**src/rtl/seg_capture.sv**
```systemverilog
// Captures a two-digit multiplexed 7-segment display into a byte; 3 cycles capture-to-valid, no backpressure.
// Optional SEG_CAPTURE_ERR_EN: illegal glyphs pulse err and void the phase instead of decoding to 0.
module seg_capture #(
   parameter int STABLE  = 4,
   parameter int TIMEOUT = 1024
) (
   input  logic       clk,
   input  logic       rst_n,
   input  logic [6:0] seg_in,
   input  logic       dsel_in,
   output logic [7:0] value,
   output logic       valid,
   output logic       locked,
   output logic       err
);

   localparam int TW = $clog2(TIMEOUT + 1);

   typedef enum logic [1:0] {WAIT_EDGE, SETTLE, HOLD} state_t;

   logic [6:0]    seg_s1, seg_s2, seg_prev;
   logic          dsel_s1, dsel_s2, dsel_q;
   state_t        state, state_nx;
   logic          phase, phase_nx;
   logic [7:0]    stab_cnt, stab_nx;
   logic [TW-1:0] to_cnt;
   logic [6:0]    up_seg, lo_seg;
   logic          pending;
   logic          pair_hit, pair_done;
   logic [7:0]    pair_val;
   logic [3:0]    up_nib, lo_nib;
   logic          dsel_edge, seg_same, to_fire;
   logic          cap_up, cap_lo, cap_err, abandon;

   function automatic logic [3:0] decode(input logic [6:0] s);
      case (s)
         7'h3F:   decode = 4'h0;
         7'h06:   decode = 4'h1;
         7'h5B:   decode = 4'h2;
         7'h4F:   decode = 4'h3;
         7'h66:   decode = 4'h4;
         7'h6D:   decode = 4'h5;
         7'h7D:   decode = 4'h6;
         7'h07:   decode = 4'h7;
         7'h7F:   decode = 4'h8;
         7'h6F:   decode = 4'h9;
         7'h77:   decode = 4'hA;
         7'h7C:   decode = 4'hB;
         7'h39:   decode = 4'hC;
         7'h5E:   decode = 4'hD;
         7'h79:   decode = 4'hE;
         7'h71:   decode = 4'hF;
         default: decode = 4'h0;
      endcase
   endfunction

`ifdef SEG_CAPTURE_ERR_EN
   function automatic logic seg_legal(input logic [6:0] s);
      case (s)
         7'h3F, 7'h06, 7'h5B, 7'h4F, 7'h66, 7'h6D, 7'h7D, 7'h07,
         7'h7F, 7'h6F, 7'h77, 7'h7C, 7'h39, 7'h5E, 7'h79, 7'h71: seg_legal = 1'b1;
         default: seg_legal = 1'b0;
      endcase
   endfunction
`endif

   always_ff @(posedge clk or negedge rst_n) begin
      if (!rst_n) begin
         seg_s1   <= '0;
         seg_s2   <= '0;
         seg_prev <= '0;
         dsel_s1  <= 1'b0;
         dsel_s2  <= 1'b0;
         dsel_q   <= 1'b0;
      end else begin
         seg_s1   <= seg_in;
         seg_s2   <= seg_s1;
         seg_prev <= seg_s2;
         dsel_s1  <= dsel_in;
         dsel_s2  <= dsel_s1;
         dsel_q   <= dsel_s2;
      end
   end

   assign dsel_edge = dsel_s2 ^ dsel_q;
   assign seg_same  = (seg_s2 == seg_prev);
   // Fires only on the step into saturation; a coincident dsel edge suppresses it.
   assign to_fire   = !dsel_edge && (to_cnt == TW'(TIMEOUT - 1));

   always_comb begin
      state_nx = state;
      phase_nx = phase;
      stab_nx  = stab_cnt;
      cap_up   = 1'b0;
      cap_lo   = 1'b0;
      cap_err  = 1'b0;
      abandon  = 1'b0;
      if (dsel_edge) begin
         state_nx = SETTLE;
         phase_nx = dsel_s2;
         stab_nx  = 8'd0;
         abandon  = (state == SETTLE);
      end else if (to_fire) begin
         state_nx = WAIT_EDGE;
         stab_nx  = 8'd0;
      end else begin
         case (state)
            SETTLE: begin
               if (!seg_same) begin
                  stab_nx = 8'd0;
               end else if (stab_cnt == 8'(STABLE - 1)) begin
                  state_nx = HOLD;
`ifdef SEG_CAPTURE_ERR_EN
                  if (!seg_legal(seg_s2)) begin
                     cap_err = 1'b1;
                  end else if (phase) begin
                     cap_up = 1'b1;
                  end else begin
                     cap_lo = 1'b1;
                  end
`else
                  if (phase) begin
                     cap_up = 1'b1;
                  end else begin
                     cap_lo = 1'b1;
                  end
`endif
               end else begin
                  stab_nx = stab_cnt + 8'd1;
               end
            end
            default: ;
         endcase
      end
   end

   always_ff @(posedge clk or negedge rst_n) begin
      if (!rst_n) begin
         state    <= WAIT_EDGE;
         phase    <= 1'b0;
         stab_cnt <= 8'd0;
      end else begin
         state    <= state_nx;
         phase    <= phase_nx;
         stab_cnt <= stab_nx;
      end
   end

   always_ff @(posedge clk or negedge rst_n) begin
      if (!rst_n) begin
         to_cnt <= '0;
      end else if (dsel_edge) begin
         to_cnt <= '0;
      end else if (to_cnt != TW'(TIMEOUT)) begin
         to_cnt <= to_cnt + TW'(1);
      end
   end

   // A pair needs an upper capture directly followed by a lower capture.
   always_ff @(posedge clk or negedge rst_n) begin
      if (!rst_n) begin
         up_seg   <= '0;
         lo_seg   <= '0;
         pending  <= 1'b0;
         pair_hit <= 1'b0;
      end else begin
         if (cap_up) up_seg <= seg_s2;
         if (cap_lo) lo_seg <= seg_s2;
         pair_hit <= cap_lo && pending;
         if (to_fire || abandon || cap_err) begin
            pending <= 1'b0;
         end else if (cap_up) begin
            pending <= 1'b1;
         end else if (cap_lo) begin
            pending <= 1'b0;
         end
      end
   end

   assign up_nib = decode(up_seg);
   assign lo_nib = decode(lo_seg);

   always_ff @(posedge clk or negedge rst_n) begin
      if (!rst_n) begin
         pair_done <= 1'b0;
         pair_val  <= 8'h00;
         value     <= 8'h00;
         valid     <= 1'b0;
         locked    <= 1'b0;
      end else begin
         pair_done <= pair_hit;
         if (pair_hit) pair_val <= {up_nib, lo_nib};
         valid <= pair_done;
         if (pair_done) value <= pair_val;
         if (pair_done) begin
            locked <= 1'b1;
         end else if (to_fire) begin
            locked <= 1'b0;
         end
      end
   end

`ifdef SEG_CAPTURE_ERR_EN
   always_ff @(posedge clk or negedge rst_n) begin
      if (!rst_n) begin
         err <= 1'b0;
      end else begin
         err <= cap_err;
      end
   end
`else
   assign err = 1'b0;
`endif

endmodule

```
**config.mk**
```make
export PLATFORM = sky130hd
export DESIGN_NAME = seg_capture
export DESIGN_NICKNAME = d
export VERILOG_FILES = /design/src/rtl/seg_capture.sv
export SDC_FILE = /design/constraint.sdc
export NUM_CORES = 1
export LEC_CHECK = 0
export CORE_MARGIN = 2
export CORE_UTILIZATION = 25
export DETAILED_ROUTE_END_ITERATION = 12
export REMOVE_ABC_BUFFERS = 1
export SKIP_CTS_REPAIR_TIMING = 1
export SYNTH_ARGS = -nofsm -noshare
export SYNTH_HDL_FRONTEND = slang
export SYNTH_SLANG_ARGS = --single-unit
```
**constraint.sdc**
```tcl
create_clock -name clk -period 4 [get_ports clk]
set_input_delay 1 -clock clk [delete_from_list [all_inputs] [get_ports clk]]
set_output_delay 1 -clock clk [all_outputs]
set_load 0.02 [all_outputs]
```
==> key figures <==
Run status
  • Status: finished, final reports clean

Final layout
  • Layout area overhead: 18.6%
  • # diodes: 0
  • Layout Cells excl Fill: 525
  • Share of cells above drive strength 1: 0.125
  • Fillers: 1436
  • Nets@finish: 354

Global routing
  • Initial antenna violation count: 0
  • Vias in the first global route: 2338
  • Total GRT Usage: 0.0915
  • Global-route wire length before repair: 11.1 mm
  • Total gr overflow: 0
  • Largest net degree at the start of global routing: 82

Floorplan
  • Cell Rows: 43
  • Ports: 21
  • Die area: 15400 um^2
  • Core area: 14000 um^2
  • Initial Utilization: 0.258
  • Die H: 124 um
  • Die Width: 124 um

Yosys
  • Register bit total from synthesis: 81
  • Top FF cell, synth: dfrtp_1
  • EDFF count, synth: 0
  • Sequential area share after synthesis: 0.561
  • Cells after Synth: 329
  • Most frequent cell after synthesis: dfrtp_1
  • Synth area leader: dfrtp_1
  • YS warnings: 0
  • Synth top area share: 0.561
  • Post-synth top cells: 81 x dfrtp_1, 27 x nor2_1, 22 x mux2_2, 22 x nand2_1
  • Synth area leaders: dfrtp_1 56%, mux2_2 6.9%, xnor2_1 3.2%, nor2_1 2.8%, a21oi_1 2.4%
  • Netlist cell types: 50
  • Post-synth ARST share: 1.00
  • Post-Synthesis Cell Area: 3610 um^2
  • Syn Area/Cell: 11.0 um^2

Placed design
  • Post-place setup slack: 1.45 ns
  • Gpl congestion: 0.790
  • Placed cell count: 510
  • Port bufs: 19
  • DPL Wire Length: 4.38 mm

Clocking
  • Worst-skew pair later-pin latency: 0.33 ns
  • Sink Count: 81
  • CTS HTree Levels: 3
  • Clock-pin slew on the worst setup and hold paths: 0.05 ns
  • CTS buffer count: 9
  • Root Buffer: clkbuf_16
  • Clock tree from TritonCTS: yes
  • Worst-case clock buffer depth: 2

STA
  • Final WS setup: 1.46 ns
  • Fin Clk Skew: 0.00689 ns
  • Unrepaired setup endpoints after global routing: false
  • Hold Fails Final Rpt: 0
  • Least-Margin Pin Slew: 1.02 ns
  • Slew HR: 0.320
  • Max-slew violations: 0
  • Period minus WS final: 2.54 ns
  • FMAX: 394 MHz
  • Setup_tns: 0 ns
  • Fin crit share: 0.634
  • Setup violation total in the final timing report: 0
  • Hold slack: 0.345 ns

Route
  • First drt pass iteration count: 4
  • Final WL: 6.48 mm
  • Routed len/inst: 12.3 um
  • Final antenna-violating net count: 0
  • 1st-iter DRT viols: 197
  • Via count: 2470
  • Vias per Instance: 4.70
  • Drt drc: 0

Worst setup path
  • Capturing element type of the critical path: flop
  • Crit start category: flop
  • Req. time, crit path: 4.21 ns
  • CP max FO: 7
  • Critical path type: reg -> reg
  • Critical Path AT: 2.75 ns

Job
  • Max Cap Viol: 0

Power
  • Pleak: 1.77 nW
  • Max VDD drop: 0.000221 V
  • Power per Cell Area: 422 nW/um^2

Hold path
  • Worst Hold Class: reg -> reg
-- routing by layer --
layer  up-vias  part of all wire  global-route usage
met5         -                 0                   0
met4         0             0.022              0.0449
met3        12             0.042              0.0238
met2        55              0.43               0.133
met1      1208              0.50               0.126
li1       1195                 -                   -
-- area by class of cell --
class	instances	area, um^2	share of cell area
sequential	81	2030	0.473
multi-input combinational	223	1490	0.347
clock buffer	13	270	0.0631
tap	180	225	0.0526
timing repair buffer	19	188	0.0438
clock inverter	2	60.1	0.0140
inverter	7	26.3	0.00614
-- placed cells by master (no fill, tap or decap), types with 6 or more instances in the layout --
master           synthesis  layout
nand2_1                 22      22
nor2_1                  27      27
xnor2_1                 13      13
nor3_1                   7       7
dfrtp_1                 81      81
xor2_1                   6       6
clkbuf_16                0       9
a21oi_1                 17      17
mux2_2                  22      22
clkdlybuf4s50_1          0      18
nand3_1                 17      17
o21ai_0                 16      16
and3_1                   7       7
inv_1                    7       7
-- final timing paths --
kind / from / to / slack [ns] / cells past startpoint
max in group asynchronous: rst_n / state[0] / 2.55 / 1
min: seg_s1[5] / seg_s2[5] / 0.35 / 0
min reg2reg: seg_s1[5] / seg_s2[5] / 0.35 / 0
min in group asynchronous: rst_n / to_cnt[6] / 0.81 / 1
max: seg_s2[5] / lo_seg[3] / 1.46 / 5
max reg2reg: seg_s2[5] / lo_seg[3] / 1.46 / 5
-- worst max-delay path, stage by stage (launching register included) --
cell and delay (ns):
dfrtp_1 0.43, xnor2_1 0.15, nand4_1 0.19, or4_1 0.70
nor4b_4 0.54, mux2_2 0.39
-- cells by family (layout without fill, tap and decap cells) --
kind of cell / Yosys count / count (layout) / synth area share
adders and majority gates: 3 / 3 / 0.0104
AOI/OAI and AO/OA: 57 / 57 / 0.0994
buffers and inverters: 25 / 41 / 0.0274
DFF: 81 / 81 / 0.561
and+or+nand+nor: 121 / 121 / 0.186
xor gates and xnor gates: 19 / 19 / 0.0461
muxes: 22 / 22 / 0.0686
other: 1 / 1 / 0.00104
-- flip-flops by register name, summed over array words and instances (netlist names), 2 cells and up --
signal	flops
lo_seg	7
pair_val	8
seg_prev	7
seg_s1	7
seg_s2	7
stab_cnt	8
state	2
to_cnt	11
up_seg	7
value	8
-- where the power goes --
| group | total (mW) | switching [mW] | internal, mW |
|---|---|---|---|
| Sequential | 0.855 | 0.0164 | 0.838 |
| Clock | 0.888 | 0.294 | 0.594 |
| Combinational | 0.0624 | 0.0388 | 0.0237 |
| Total | 1.81 | 0.349 | 1.46 |
-- stage by stage --
stage	power (mW)	area (um^2)	util
after floorplan	0.898	3540	-
after global placement	0.932	3950	0.282
after detailed placement	0.934	3950	0.282
after CTS	1.83	4280	0.306
after global routing	1.88	4280	0.306
final	1.81	4280	0.306
Power figures use the tool's default switching activity.
